## config.mk

```make
export PLATFORM = sky130hd
export DESIGN_NAME = mipi_tx_lane_ctrl
export DESIGN_NICKNAME = d
export VERILOG_FILES = /design/src/rtl/mipi_tx_lane_ctrl.sv
export SDC_FILE = /design/constraint.sdc
export NUM_CORES = 1
export LEC_CHECK = 0
export ABC_AREA = 1
export ABC_CLOCK_PERIOD_IN_PS = 2100
export CAP_MARGIN = 20
export CORE_MARGIN = 4
export CORE_UTILIZATION = 54
export DETAILED_ROUTE_END_ITERATION = 6
export HOLD_SLACK_MARGIN = 0.06
export PLACE_DENSITY_LB_ADDON = 0.05
export SLEW_MARGIN = 5
export SYNTH_ARGS = -nofsm -noshare
export SYNTH_HDL_FRONTEND = slang
export SYNTH_SLANG_ARGS = --single-unit
```

## constraint.sdc

```tcl
create_clock -name CLK -period 2.1 [get_ports CLK]
set_input_delay 0.63 -clock CLK [delete_from_list [all_inputs] [get_ports CLK]]
set_output_delay 0.63 -clock CLK [all_outputs]
set_load 0.02 [all_outputs]
```

## src/rtl/mipi_tx_lane_ctrl.sv

```systemverilog
// D-PHY data-lane burst sequencer feeding the MIPI_TX serializer.
// Walks LP-11 -> LP-01 -> LP-00 -> HS-zero -> sync -> payload -> HS-trail -> LP-11 exit.
// Every output is registered and is decoded from the next state, so state and
// outputs change on the same edge.
module mipi_tx_lane_ctrl #(
  parameter int unsigned WIDTH   = 4,
  parameter int unsigned T_LPX   = 4,
  parameter int unsigned T_PREP  = 3,
  parameter int unsigned T_ZERO  = 8,
  parameter int unsigned T_TRAIL = 6,
  parameter int unsigned T_EXIT  = 6
) (
  input  logic             CLK,
  input  logic             RST,
  input  logic             TX_REQ,
  input  logic [WIDTH-1:0] DATA_IN,
  input  logic             DATA_VALID,
  input  logic             DATA_LAST,
  output logic             DATA_READY,
  output logic [WIDTH-1:0] HS_TX_DATA,
  output logic             HS_TXD_VALID,
  output logic             HS_EN,
  output logic             LP_EN,
  output logic             TX_LP_DP,
  output logic             TX_LP_DN,
  output logic             TX_ODT_EN,
  output logic             BUSY,
  output logic             STOP_STATE,
  output logic             ERR_UNDERFLOW
);

  // Durations of 0 are promoted to 1 so every state lasts at least one cycle.
  localparam logic [7:0] LpxCnt   = (T_LPX   == 0) ? 8'd1 : 8'(T_LPX);
  localparam logic [7:0] PrepCnt  = (T_PREP  == 0) ? 8'd1 : 8'(T_PREP);
  localparam logic [7:0] ZeroCnt  = (T_ZERO  == 0) ? 8'd1 : 8'(T_ZERO);
  localparam logic [7:0] TrailCnt = (T_TRAIL == 0) ? 8'd1 : 8'(T_TRAIL);
  localparam logic [7:0] ExitCnt  = (T_EXIT  == 0) ? 8'd1 : 8'(T_EXIT);
  // A 4-bit lane sends the sync byte as two nibbles, low nibble first.
  localparam logic [7:0] SyncCnt  = (WIDTH == 8) ? 8'd1 : 8'd2;

  localparam logic [15:0]      SyncExt = 16'h00B8;
  localparam logic [WIDTH-1:0] SyncLo  = SyncExt[WIDTH-1:0];
  localparam logic [WIDTH-1:0] SyncHi  = SyncExt[2*WIDTH-1:WIDTH];

  // StLast is the DATA cycle that holds the final word with DATA_READY low.
  typedef enum logic [3:0] {
    StStop, StLpx, StPrep, StZero, StSync, StData, StLast, StTrail, StExit
  } state_e;

  state_e           state_q, state_d;
  logic [7:0]       cnt_q, cnt_d;
  logic             err_q, err_d;
  logic             ready_q, ready_d;
  logic [WIDTH-1:0] hs_data_q, hs_data_d;
  logic             hs_en_q, hs_en_d;
  logic             hs_vld_q, hs_vld_d;
  logic             lp_en_q, lp_en_d;
  logic             lp_dp_q, lp_dp_d;
  logic             lp_dn_q, lp_dn_d;
  logic             odt_q, odt_d;
  logic             busy_q, busy_d;
  logic             stop_q, stop_d;
  logic             take;

  // Next state, duration counter and sticky underflow flag.
  always_comb begin
    state_d = state_q;
    cnt_d   = cnt_q;
    err_d   = err_q;
    take    = ready_q & DATA_VALID;
    unique case (state_q)
      StStop: begin
        if (TX_REQ) begin
          state_d = StLpx;
          cnt_d   = LpxCnt;
          err_d   = 1'b0;
        end
      end
      StLpx: begin
        if (cnt_q == 8'd1) begin
          state_d = StPrep;
          cnt_d   = PrepCnt;
        end else begin
          cnt_d = cnt_q - 8'd1;
        end
      end
      StPrep: begin
        if (cnt_q == 8'd1) begin
          state_d = StZero;
          cnt_d   = ZeroCnt;
        end else begin
          cnt_d = cnt_q - 8'd1;
        end
      end
      StZero: begin
        if (cnt_q == 8'd1) begin
          state_d = StSync;
          cnt_d   = SyncCnt;
        end else begin
          cnt_d = cnt_q - 8'd1;
        end
      end
      StSync: begin
        if (cnt_q == 8'd1) begin
          state_d = StData;
        end else begin
          cnt_d = cnt_q - 8'd1;
        end
      end
      StData: begin
        state_d = StData;
      end
      StLast: begin
        state_d = StTrail;
        cnt_d   = TrailCnt;
      end
      StTrail: begin
        if (cnt_q == 8'd1) begin
          state_d = StExit;
          cnt_d   = ExitCnt;
        end else begin
          cnt_d = cnt_q - 8'd1;
        end
      end
      StExit: begin
        if (cnt_q == 8'd1) begin
          state_d = StStop;
        end else begin
          cnt_d = cnt_q - 8'd1;
        end
      end
      default: state_d = StStop;
    endcase
    // A payload slot is any cycle with DATA_READY high, including the last sync cycle.
    if (ready_q) begin
      if (DATA_VALID) begin
        if (DATA_LAST) begin
          state_d = StLast;
        end
      end else begin
        err_d = 1'b1;
      end
    end
  end

  // Output decode from the next state so outputs land on the same edge as the state.
  always_comb begin
    hs_data_d = '0;
    hs_en_d   = 1'b0;
    hs_vld_d  = 1'b0;
    lp_en_d   = 1'b0;
    lp_dp_d   = 1'b0;
    lp_dn_d   = 1'b0;
    odt_d     = 1'b0;
    stop_d    = 1'b0;
    busy_d    = (state_d != StStop);
    ready_d   = (state_d == StData) || ((state_d == StSync) && (cnt_d == 8'd1));
    unique case (state_d)
      StStop: begin
        lp_en_d = 1'b1;
        lp_dp_d = 1'b1;
        lp_dn_d = 1'b1;
        stop_d  = 1'b1;
      end
      StLpx: begin
        lp_en_d = 1'b1;
        lp_dn_d = 1'b1;
      end
      StPrep: begin
        lp_en_d = 1'b1;
        odt_d   = 1'b1;
      end
      StZero: begin
        hs_en_d  = 1'b1;
        hs_vld_d = 1'b1;
        odt_d    = 1'b1;
      end
      StSync: begin
        hs_en_d   = 1'b1;
        hs_vld_d  = 1'b1;
        odt_d     = 1'b1;
        hs_data_d = ((WIDTH == 4) && (cnt_d == 8'd1)) ? SyncHi : SyncLo;
      end
      StData, StLast: begin
        hs_en_d   = 1'b1;
        hs_vld_d  = 1'b1;
        odt_d     = 1'b1;
        // Underflow slots send an all-zero word and the burst carries on.
        hs_data_d = take ? DATA_IN : '0;
      end
      StTrail: begin
        hs_en_d   = 1'b1;
        hs_vld_d  = 1'b1;
        odt_d     = 1'b1;
        // On entry hs_data_q still holds the final payload word.
        hs_data_d = (state_q == StTrail) ? hs_data_q : {WIDTH{~hs_data_q[WIDTH-1]}};
      end
      StExit: begin
        lp_en_d = 1'b1;
        lp_dp_d = 1'b1;
        lp_dn_d = 1'b1;
      end
      default: begin
        lp_en_d = 1'b1;
      end
    endcase
  end

  // State and registered outputs; reset forces LP-11 STOP values immediately.
  always_ff @(posedge CLK) begin
    if (RST) begin
      state_q   <= StStop;
      cnt_q     <= 8'd0;
      err_q     <= 1'b0;
      ready_q   <= 1'b0;
      hs_data_q <= '0;
      hs_en_q   <= 1'b0;
      hs_vld_q  <= 1'b0;
      lp_en_q   <= 1'b1;
      lp_dp_q   <= 1'b1;
      lp_dn_q   <= 1'b1;
      odt_q     <= 1'b0;
      busy_q    <= 1'b0;
      stop_q    <= 1'b1;
    end else begin
      state_q   <= state_d;
      cnt_q     <= cnt_d;
      err_q     <= err_d;
      ready_q   <= ready_d;
      hs_data_q <= hs_data_d;
      hs_en_q   <= hs_en_d;
      hs_vld_q  <= hs_vld_d;
      lp_en_q   <= lp_en_d;
      lp_dp_q   <= lp_dp_d;
      lp_dn_q   <= lp_dn_d;
      odt_q     <= odt_d;
      busy_q    <= busy_d;
      stop_q    <= stop_d;
    end
  end

  assign DATA_READY    = ready_q;
  assign HS_TX_DATA    = hs_data_q;
  assign HS_TXD_VALID  = hs_vld_q;
  assign HS_EN         = hs_en_q;
  assign LP_EN         = lp_en_q;
  assign TX_LP_DP      = lp_dp_q;
  assign TX_LP_DN      = lp_dn_q;
  assign TX_ODT_EN     = odt_q;
  assign BUSY          = busy_q;
  assign STOP_STATE    = stop_q;
  assign ERR_UNDERFLOW = err_q;

endmodule

```

==> metrics.cfg, run 1 <==
[final_layout]
nNetsFinal=326
antenna_cells=0
fill_cells=207
final_util_pct=80.5
area_delta_synth_final_pct=40.0
drive_gt1_share_pct=30.8
fin_cells=343

[placement]
port_buffers=22
dp.cells=331
hpwl_mm=3.17
gp_congestion=0.915

[power_and_ir_drop]
p_int_mw=0.750
seq_power_share_pct=44.7
power_mw=1.16
switchingPower_mw=0.412
peakVddDrop_uv=622
pwr-share-clk_pct=20.1
swShare_pct=35.4
p_leak_nw=1.12
p_comb_share_pct=35.2
power_density_nw_per_um2=519

[global_route]
grt_max_degree=16
grt_pass1_vias=1572
overflow=0
grt_pass1_wl_mm=6.73
grt.total_usage_pct=20.4
antenna_found_initial=0

[critical_path]
path_class=in -> reg
arrival_ns=2.30
slowest_delay_ns=0.47
critical_path.top_delay_family=simple AND/OR/NAND/NOR gates
crit_path_max_fanout=4
cp_cell_sequence=clkdlybuf4s50_1 -> nand2_1 -> inv_1 -> nand2_1 -> nand2_1 -> inv_1 -> nand2_2 -> nand3_4 -> nor2_4 -> nand3_2 -> nand2_1 -> nand2_1 -> a21oi_2
slowest_stage=clkdlybuf4s50_1
critical_path_required_ns=2.38
endpoint_kind=flop
start_kind=input pin
path_depth=13
cp.buffers_inverters=3
worst_path_most_repeated_cell=nand2_1
rr_worst_depth=15

[timing]
hold_viol=0
tightest_slew_ns=0.341
fmax_mhz=496
fin_skew_ns=0.00322
maxSlewViolCount=0
tns_ns=0
post-route-min-period_ns=2.02
fin_crit_sh_pct=96.0
setup_viol=0
maxSlewHeadroom_pct=77.2

[clock_network]
cts_tree=done
numCtsBuffers=3
cts_root_buffer=clkbuf_4
h-tree-depth=1
clk_latency_ns=0.33
clock-sinks=25
clkTransAtPathRegs_ns=0.15
cts_buffer_depth=2

[floorplanning]
dieHeight_um=62.4
num_rows=19
die_w_um=62.4
design.die.area_um2=3900
io_pins=23
core_um2=2780
initial_core_util_pct=57.5

[logic_synthesis]
netlist_instances=258
ys_ff_latch=25
syn_area_um2=1600
synth.net_count=271
yosysSeqAreaShare_pct=31.3
yosys_warnings=0
synthFlopType=dfxtp_1
avgSynthCellArea_um2=6.20
yosysTopAreaCell=dfxtp_1
yosys.cell_types.count=28
ys_top_cells_by_count=nand2_1, nor2_1, inv_1, dfxtp_1, nand3_1
synthTopCellsByArea=dfxtp_1, nand2_1, nor2_1, inv_1, nand3_1
synth-edff-count=0
async_reset_ff_share_pct=0
synth_most_common_cell=nand2_1
synth_top_area_share_pct=31.3

[routing]
detail-route-antenna-nets=0
wl_per_cell_um=12.8
drc_errors=0
vias=1778
first_iter_violations=103
drtPass1Iterations=4
viasPerCell=5.18
routed_wl_mm=4.40

[min_path]
whs_path_depth=2
min_path_type=reg -> reg

[run_status]
status=complete, no violations

[run]
max-cap-violations=0

## routing by layer
| metal | part of all wire (%) | global-route usage [%] |
|---|---|---|
| met4 | 1.9 | 2.39 |
| met5 | 0 | 0 |
| met3 | 5.2 | 4.32 |
| met1 | 43 | 26.5 |
| met2 | 50 | 35.8 |
## flip-flops by register name, summed over array words and instances, names as in the netlist
| register | flops |
|---|---|
| cnt_q | 8 |
| HS_TX_DATA | 4 |
| state_q | 4 |
| BUSY | 1 |
| DATA_READY | 1 |
| ERR_UNDERFLOW | 1 |
| HS_TXD_VALID | 1 |
| LP_EN | 1 |
| STOP_STATE | 1 |
| TX_LP_DN | 1 |
| TX_LP_DP | 1 |
| TX_ODT_EN | 1 |
## layout by cell type, fill, tap and decap left out, types with 5 or more instances in the layout
master / n
inv_2: 15
nand2_2: 13
nor2_1: 33
clkdlybuf4s50_1: 22
inv_1: 28
nand2_1: 68
a21oi_1: 11
nand3_1: 16
nor2_2: 9
buf_4: 28
nor2_4: 5
dfxtp_1: 21
## repair_timing
action	in CTS	in global routing
setup buffers	2	6
endpoints found under the setup margin	2	7
gates resized for setup	0	36
pin swaps	1	20
hold buffers	0	0
## worst paths after layout
check                        startpoint                          to  slack (ns)
max                          DATA_VALID  HS_TX_DATA[1]$_SDFFE_PP0P_        0.08
min          HS_TX_DATA[2]$_SDFFE_PP0P_  HS_TX_DATA[2]$_SDFFE_PP0P_        0.48
max reg2reg         cnt_q[0]$_SDFF_PP0_  HS_TX_DATA[1]$_SDFFE_PP0P_        0.12
min reg2reg  HS_TX_DATA[2]$_SDFFE_PP0P_  HS_TX_DATA[2]$_SDFFE_PP0P_        0.48
## power by group through the flow
stage	registers, mW	clock network (mW)	logic [mW]
after detailed placement	0.527	0	0.350
after global placement	0.525	0	0.347
after floorplan	0.539	0	0.218
after global routing	0.524	0.259	0.453
after CTS	0.516	0.236	0.358
final	0.520	0.234	0.409
## cell type report
cell class                      instances  area, µm²  share of cell area (%)
Timing Repair Buffer                   53        464                    20.7
Tap cell                               31       38.8                    1.73
Clock buffer                            3       22.5                    1.01
Inverter                               43        161                    7.21
Multi-Input combinational cell        187       1040                    46.4
Sequential cell                        25        505                    22.6
Clock inverter                          1       7.51                   0.335
## per-stage QoR
| stage | setup WS (ns) | hold slack, ns | cell area (µm²) |
|---|---|---|---|
| 6_report | 0.0849 | 0.478 | 2240 |
| 4_1_cts | 0.0168 | 0.477 | 2060 |
| 3_3_place_gp | -0.286 | 0.456 | 2020 |
| 5_1_grt | -0.0227 | 0.508 | 2240 |
| 3_5_place_dp | -0.310 | 0.454 | 2020 |
| 2_1_floorplan | 0.286 | 0.485 | 1600 |
## kinds of logic (layout without fill, tap and decap cells)
family                   count (synthesis)  after routing  share of synthesized area [%]
AND/OR/NAND/NOR                        159            159                           45.9
buffers and inverters                   46            100                           11.0
flip-flops                              25             25                           31.3
AO/OA/AOI/OAI                           23             23                           8.14
adder cells (fa/ha/maj)                  4              4                           3.13
XOR/XNOR                                 1              1                          0.548
## worst reg2reg max path, delay by kind of cell (launching register included)
family,cells,cell delay [ns]
and+or+nand+nor,10,0.85
DFF,1,0.37
buffers and inverters,3,0.35
adders and majority gates,1,0.24
AOI/OAI and AO/OA,1,0.12
Note: power is estimated with default switching activity, not from simulation.
==> run 2, diff against run 1 <==
--- a/config.mk
+++ b/config.mk
@@ -6,8 +6,7 @@
 export NUM_CORES = 1
 export LEC_CHECK = 0
 export ABC_AREA = 1
-export ABC_CLOCK_PERIOD_IN_PS = 2100
-export CAP_MARGIN = 20
+export ABC_CLOCK_PERIOD_IN_PS = 2200
 export CORE_MARGIN = 4
 export CORE_UTILIZATION = 54
 export DETAILED_ROUTE_END_ITERATION = 6
==> constraint.sdc (replaced) <==
create_clock -name CLK -period 2.2 [get_ports CLK]
set_input_delay 0.66 -clock CLK [delete_from_list [all_inputs] [get_ports CLK]]
set_output_delay 0.66 -clock CLK [all_outputs]
set_load 0.02 [all_outputs]
==> run 2 against run 1 <==
  * Combinational power is 21% lower
  * Die area stayed put
  * Critical endpoint unchanged
  * Power is 11% lower
==> metrics.cfg, run 2 (synthesis gave the netlist of run 1 again) <==
[floorplanning]
initial_core_util_pct=57.5  ; unchanged
core_um2=2780  ; unchanged
io_pins=23  ; unchanged
die_w_um=62.4  ; unchanged
design.die.area_um2=3900  ; unchanged
num_rows=19  ; unchanged
dieHeight_um=62.4  ; unchanged

[placement]
gp_congestion=0.945  ; +3.3%
port_buffers=22  ; unchanged
hpwl_mm=3.02  ; -4.5%
dpl_cell_area_um2=1950  ; -3.4%

[global_route]
grt_pass1_wl_mm=6.71  ; -0.31%
grt_pass1_vias=1553  ; -1.2%
antenna_found_initial=0  ; unchanged
overflow=0  ; unchanged
grt.total_usage_pct=20.4  ; -0.022 points
grt_max_degree=14  ; -2

[min_path]
min_to=HS_TX_DATA[2]$_SDFFE_PP0P_
min_path_type=reg -> reg
whs_path_depth=2  ; unchanged
hold_path.startpoint=HS_TX_DATA[2]$_SDFFE_PP0P_

[timing]
fmax_mhz=486
maxSlewViolCount=0  ; unchanged
tightest_slew_ns=0.373  ; +0.0318 ns
maxSlewHeadroom_pct=75.0  ; -2.2 points
fin_crit_sh_pct=93.6
setup_viol=0  ; unchanged
fin_skew_ns=0.0152  ; +0.0119 ns
tns_ns=0  ; unchanged
hold_viol=0  ; unchanged
post-route-min-period_ns=2.06

[clock_network]
clkTransAtPathRegs_ns=0.14  ; about the same
clock-sinks=25  ; unchanged
cts_resized=0  ; unchanged
ctsHoldBuffers=0  ; unchanged
cts_tree=done
h-tree-depth=1  ; unchanged
numCtsBuffers=3  ; unchanged
cts_setup_buffers=0  ; -2
cts_root_buffer=clkbuf_4
clk_latency_ns=0.33  ; about the same
cts_buffer_depth=2  ; unchanged

[routing]
detail-route-antenna-nets=0  ; unchanged
drc_errors=0  ; unchanged
first_iter_violations=74  ; -28%
routed_wl_mm=3.88  ; -12%
wl_per_cell_um=11.9  ; -7.3%
drtPass1Iterations=4  ; unchanged
viasPerCell=5.05  ; -2.6%
vias=1646  ; -7.4%

[run]
max-cap-violations=0  ; unchanged

[final_layout]
layout_commonest_cell=nand2_1
area_delta_synth_final_pct=24.9
multi_input_area_um2=942  ; -9.3%
antenna_cells=0  ; unchanged
fill_cells=248  ; +20%
final_area_um2=2000  ; -11%
nNetsFinal=309  ; -5.2%
drive_gt1_share_pct=20.7  ; -10 points
largest_register=cnt_q
final_cell_mix=nand2_1, nor2_1, inv_1
seqCellArea_um2=503  ; -0.50%
largest_register_ffs=8  ; unchanged

[power_and_ir_drop]
seq_power_share_pct=48.4  ; +3.7 points
p_int_mw=0.680  ; -9.3%
swShare_pct=34.0  ; -1.5 points
p_comb_share_pct=31.4  ; -3.8 points
switchingPower_mw=0.350  ; -15%
power_density_nw_per_um2=516  ; -0.63%
p_leak_nw=1.02  ; -8.7%
pwr-share-clk_pct=20.2  ; about the same
peakVddDrop_uv=497  ; -20%

[critical_path]
rr_worst_depth=13  ; -2
r2r_end=HS_TX_DATA[1]$_SDFFE_PP0P_
r2r-start=cnt_q[4]$_SDFF_PP0_
start_kind=input pin
critical_path_required_ns=2.48  ; +0.10 ns
path_class=in -> reg
reg2reg_setup_slack_ns=0.17  ; +0.05 ns
arrival_ns=2.34  ; +0.04 ns
endpoint_kind=flop
crit_path_max_fanout=4  ; unchanged

[run_status]
status=complete, no violations

[run 2: power by group through the flow]
stage	sequential, mW	clock [mW]	combinational [mW]
after detailed placement	0.508	0	0.314
final	0.499	0.208	0.324
after global placement	0.507	0	0.311
after CTS	0.498	0.216	0.315
after global routing	0.503	0.238	0.367
after floorplan	0.514	0	0.208
[run 2: final cells by class]
| type | count | share of cell area [%] |
|---|---|---|
| Tap cell | 31 | 1.94 |
| Sequential cell | 25 | 25.2 |
| Inverter | 43 | 8.08 |
| Timing Repair Buffer | 36 | 16.3 |
| Clock buffer | 4 | 1.32 |
| Multi-Input combinational cell | 187 | 47.2 |
[run 2: how the worst max path moves through the flow]
| stage | start | end | cells after the start |
|---|---|---|---|
| after floorplan | cnt_q[0]$_SDFF_PP0_ | HS_TX_DATA[0]$_SDFFE_PP0P_ | 14 |
| after global placement | DATA_VALID | HS_TX_DATA[0]$_SDFFE_PP0P_ | 13 |
| after detailed placement | DATA_VALID | HS_TX_DATA[1]$_SDFFE_PP0P_ | 13 |
| after CTS | DATA_VALID | HS_TX_DATA[1]$_SDFFE_PP0P_ | 13 |
| after global routing | cnt_q[1]$_SDFF_PP0_ | HS_TX_DATA[1]$_SDFFE_PP0P_ | 15 |
| final | DATA_VALID | HS_TX_DATA[1]$_SDFFE_PP0P_ | 14 |
[run 2: worst max-delay path, cell delays in order]
cell	delay, ns
clkdlybuf4s50_1	0.43
nand2_1	0.10
inv_1	0.07
nand2_2	0.10
nand2_1	0.06
inv_1	0.04
nand2_1	0.10
inv_1	0.13
nand3_1	0.11
nor2_1	0.16
nand3_2	0.11
nand2_1	0.09
nand2_1	0.06
a21oi_2	0.10
[run 2: per-layer routing]
layer | GRT usage (%) | routed length [µm] | vias up
met5 | 0 | 0 | -
met4 | 4.51 | 29 | 0
met3 | 4.14 | 210 | 4
met2 | 34.8 | 1930 | 43
met1 | 26.4 | 1710 | 730
li1 | - | - | 869
[run 2: metrics by stage]
step	total power [mW]	setup slack [ns]	util, %	std cells	hold WS [ns]
finish	1.03	0.141	71.8	326	0.473
floorplan	0.723	0.386	-	258	0.485
detailed placement	0.822	-0.221	70.0	322	0.455
global route	1.11	-0.0242	71.8	326	0.507
global placement	0.818	-0.207	70.0	322	0.456
CTS	1.03	0.129	71.0	326	0.476
==> run 3, diff against run 2 <==
--- a/config.mk
+++ b/config.mk
@@ -7,8 +7,10 @@
 export LEC_CHECK = 0
 export ABC_AREA = 1
 export ABC_CLOCK_PERIOD_IN_PS = 2200
+export CELL_PAD_IN_SITES_DETAIL_PLACEMENT = 0
+export CELL_PAD_IN_SITES_GLOBAL_PLACEMENT = 2
 export CORE_MARGIN = 4
-export CORE_UTILIZATION = 54
+export CORE_UTILIZATION = 28
 export DETAILED_ROUTE_END_ITERATION = 6
 export HOLD_SLACK_MARGIN = 0.06
 export PLACE_DENSITY_LB_ADDON = 0.05
==> run 3 against run 2 <==
  * Critical path depth is 1 higher
  * Non-clock buffer count is 11 higher
  * Combinational power is 13% higher
  * Clock skew is 0.012 ns lower
  * Via count is 0.73% higher
  * Critical path type is now reg -> reg
==> metrics.cfg, run 3 (synthesis gave the netlist of run 1 again) <==
[critical_path]
endpoint_kind=flop
slowest_stage=dfxtp_2
arrival_ns=2.26  ; -0.08 ns
slowest_delay_ns=0.33  ; -0.10 ns
start_kind=flop
crit_path_max_fanout=6  ; +2
critical_path_required_ns=2.41  ; -0.07 ns
path_class=reg -> reg
cp.buffers_inverters=3  ; -1
critical_path.top_delay_family=simple AND/OR/NAND/NOR gates
cp_cell_sequence=inv_2 -> ha_2 -> inv_1 -> nor2_2 -> nand2_2 -> ha_1 -> inv_1 -> a21oi_1 -> nand3_1 -> nand3_1 -> nor3_1 -> nand3_2 -> nand2_1 -> nand2_1 -> a21oi_2

[power_and_ir_drop]
power_density_nw_per_um2=523  ; +1.4%
p_int_mw=0.760  ; +12%
p_comb_share_pct=31.9  ; +0.5 points
p_leak_nw=1.10  ; +6.9%
pwr-share-clk_pct=24.2  ; +4.0 points
seq_power_share_pct=43.8  ; -4.6 points
switchingPower_mw=0.382  ; +9.2%
power_mw=1.14  ; +11%
peakVddDrop_uv=246  ; -50%
swShare_pct=33.5  ; -0.51 points

[final_layout]
nNetsFinal=321  ; +3.9%
area_delta_synth_final_pct=36.6
fin_cells=379  ; +16%
largest_register=cnt_q
drive_gt1_share_pct=27.4  ; +6.7 points
final_cell_mix=nand2_1, nor2_1, inv_1
fill_cells=626  ; +150%
antenna_cells=0  ; unchanged
multi_input_area_um2=975  ; +3.5%
layout_commonest_cell=nand2_1
largest_register_ffs=8  ; unchanged
seqCellArea_um2=505  ; +0.50%

[placement]
hpwl_mm=3.71  ; +23%
dp.cells=372  ; +16%
preCtsSetupSlack_ns=-0.270  ; -0.0492 ns
port_buffers=22  ; unchanged
gp_congestion=0.834  ; -12%

[floorplanning]
design.die.area_um2=6980  ; +79%
num_rows=27  ; +8
dieHeight_um=83.6  ; +34%
die_w_um=83.6  ; +34%
initial_core_util_pct=29.0  ; -28 points
io_pins=23  ; unchanged
core_um2=5510  ; +98%

[clock_network]
cts_buffer_depth=2  ; unchanged
clk_latency_ns=0.27  ; -0.06 ns
cts_root_buffer=clkbuf_8
clock-sinks=25  ; unchanged
clkTransAtPathRegs_ns=0.09  ; -0.05 ns
cts_tree=done
numCtsBuffers=3  ; unchanged
h-tree-depth=1  ; unchanged
ctsHoldBuffers=0  ; unchanged

[timing]
maxSlewHeadroom_pct=74.0  ; -1.0 points
hold_slack_ns=0.465  ; -0.00780 ns
fmax_mhz=488  ; +0.52%
post-route-min-period_ns=2.05  ; -0.0107 ns
fin_skew_ns=0.00346  ; -0.0117 ns
hold_viol=0  ; unchanged
maxSlewViolCount=0  ; unchanged
setup_slack_ns=0.152  ; +0.0107 ns
setup_viol=0  ; unchanged
tns_ns=0  ; unchanged
tightest_slew_ns=0.388  ; +0.0151 ns
fin_crit_sh_pct=93.1  ; -0.49 points

[routing]
first_iter_violations=101  ; +36%
routed_wl_mm=4.57  ; +18%
wl_per_cell_um=12.1  ; +1.5%
viasPerCell=4.37  ; -13%
detail-route-antenna-nets=0  ; unchanged
drtPass1Iterations=4  ; unchanged
vias=1658  ; +0.73%
drc_errors=0  ; unchanged

[global_route]
grt_max_degree=14  ; unchanged
grt.total_usage_pct=13.5  ; -7.0 points
grt_pass1_wl_mm=7.71  ; +15%
overflow=0  ; unchanged
grt_pass1_vias=1650  ; +6.2%
antenna_found_initial=0  ; unchanged

[min_path]
min_path_type=reg -> reg

[run_status]
status=complete, no violations

[run]
max-cap-violations=0  ; unchanged

## run 3: changes by cell type in the layout (fill, tap and decap cells not counted), sizes merged
cell / change
nor2: +1
buf: +11
## run 3: cell type report
type                            instances  share of cell area [%]
Timing Repair Buffer                   47                    18.7
Clock buffer                            4                    2.06
Tap cell                               72                    4.12
Sequential cell                        25                    23.1
Inverter                               43                    7.39
Multi-Input combinational cell        188                    44.6
## run 3: what timing repair did
item,in CTS,in global routing
resized for setup,0,20
endpoints found under the setup margin,0,6
hold endpoints to repair,0,0
buffers inserted,0,2
## run 3: worst paths after layout
| path | from | depth (start not counted) | to | slack [ns] |
|---|---|---|---|---|
| worst max-delay path | cnt_q[1]$_SDFF_PP0_ | 15 | HS_TX_DATA[1]$_SDFFE_PP0P_ | 0.15 |
| worst min-delay path | HS_TX_DATA[2]$_SDFFE_PP0P_ | 2 | HS_TX_DATA[2]$_SDFFE_PP0P_ | 0.47 |
| worst max register to register | cnt_q[1]$_SDFF_PP0_ | 15 | HS_TX_DATA[1]$_SDFFE_PP0P_ | 0.15 |
| worst min register to register | HS_TX_DATA[2]$_SDFFE_PP0P_ | 2 | HS_TX_DATA[2]$_SDFFE_PP0P_ | 0.47 |
## run 3: metrics by stage
stage / instance area [µm²] / utilization, %
after global placement: 2070 / 37.5
after CTS: 2110 / 38.4
after floorplan: 1600 / -
after detailed placement: 2070 / 37.5
after global routing: 2180 / 39.7
final: 2180 / 39.7
## run 3: metal layers
layer	routed length, µm	global-route usage [%]
met1	2270	17.7
met5	0	0
met4	45	3.07
met3	128	2.17
met2	2130	23.0
## run 3: worst min-delay path, delay by kind of cell, from the launching register on
kind               cells  cell delay [ns]
AOI/OAI and AO/OA      1             0.05
DFF                    1             0.32
and+or+nand+nor        1             0.06
## run 3: power by group through the flow
stage	Clock (mW)	Combinational (mW)	Sequential [mW]
after global placement	0	0.347	0.510
after CTS	0.290	0.346	0.499
after detailed placement	0	0.344	0.509
after floorplan	0	0.208	0.514
final	0.277	0.365	0.501
after global routing	0.312	0.415	0.505
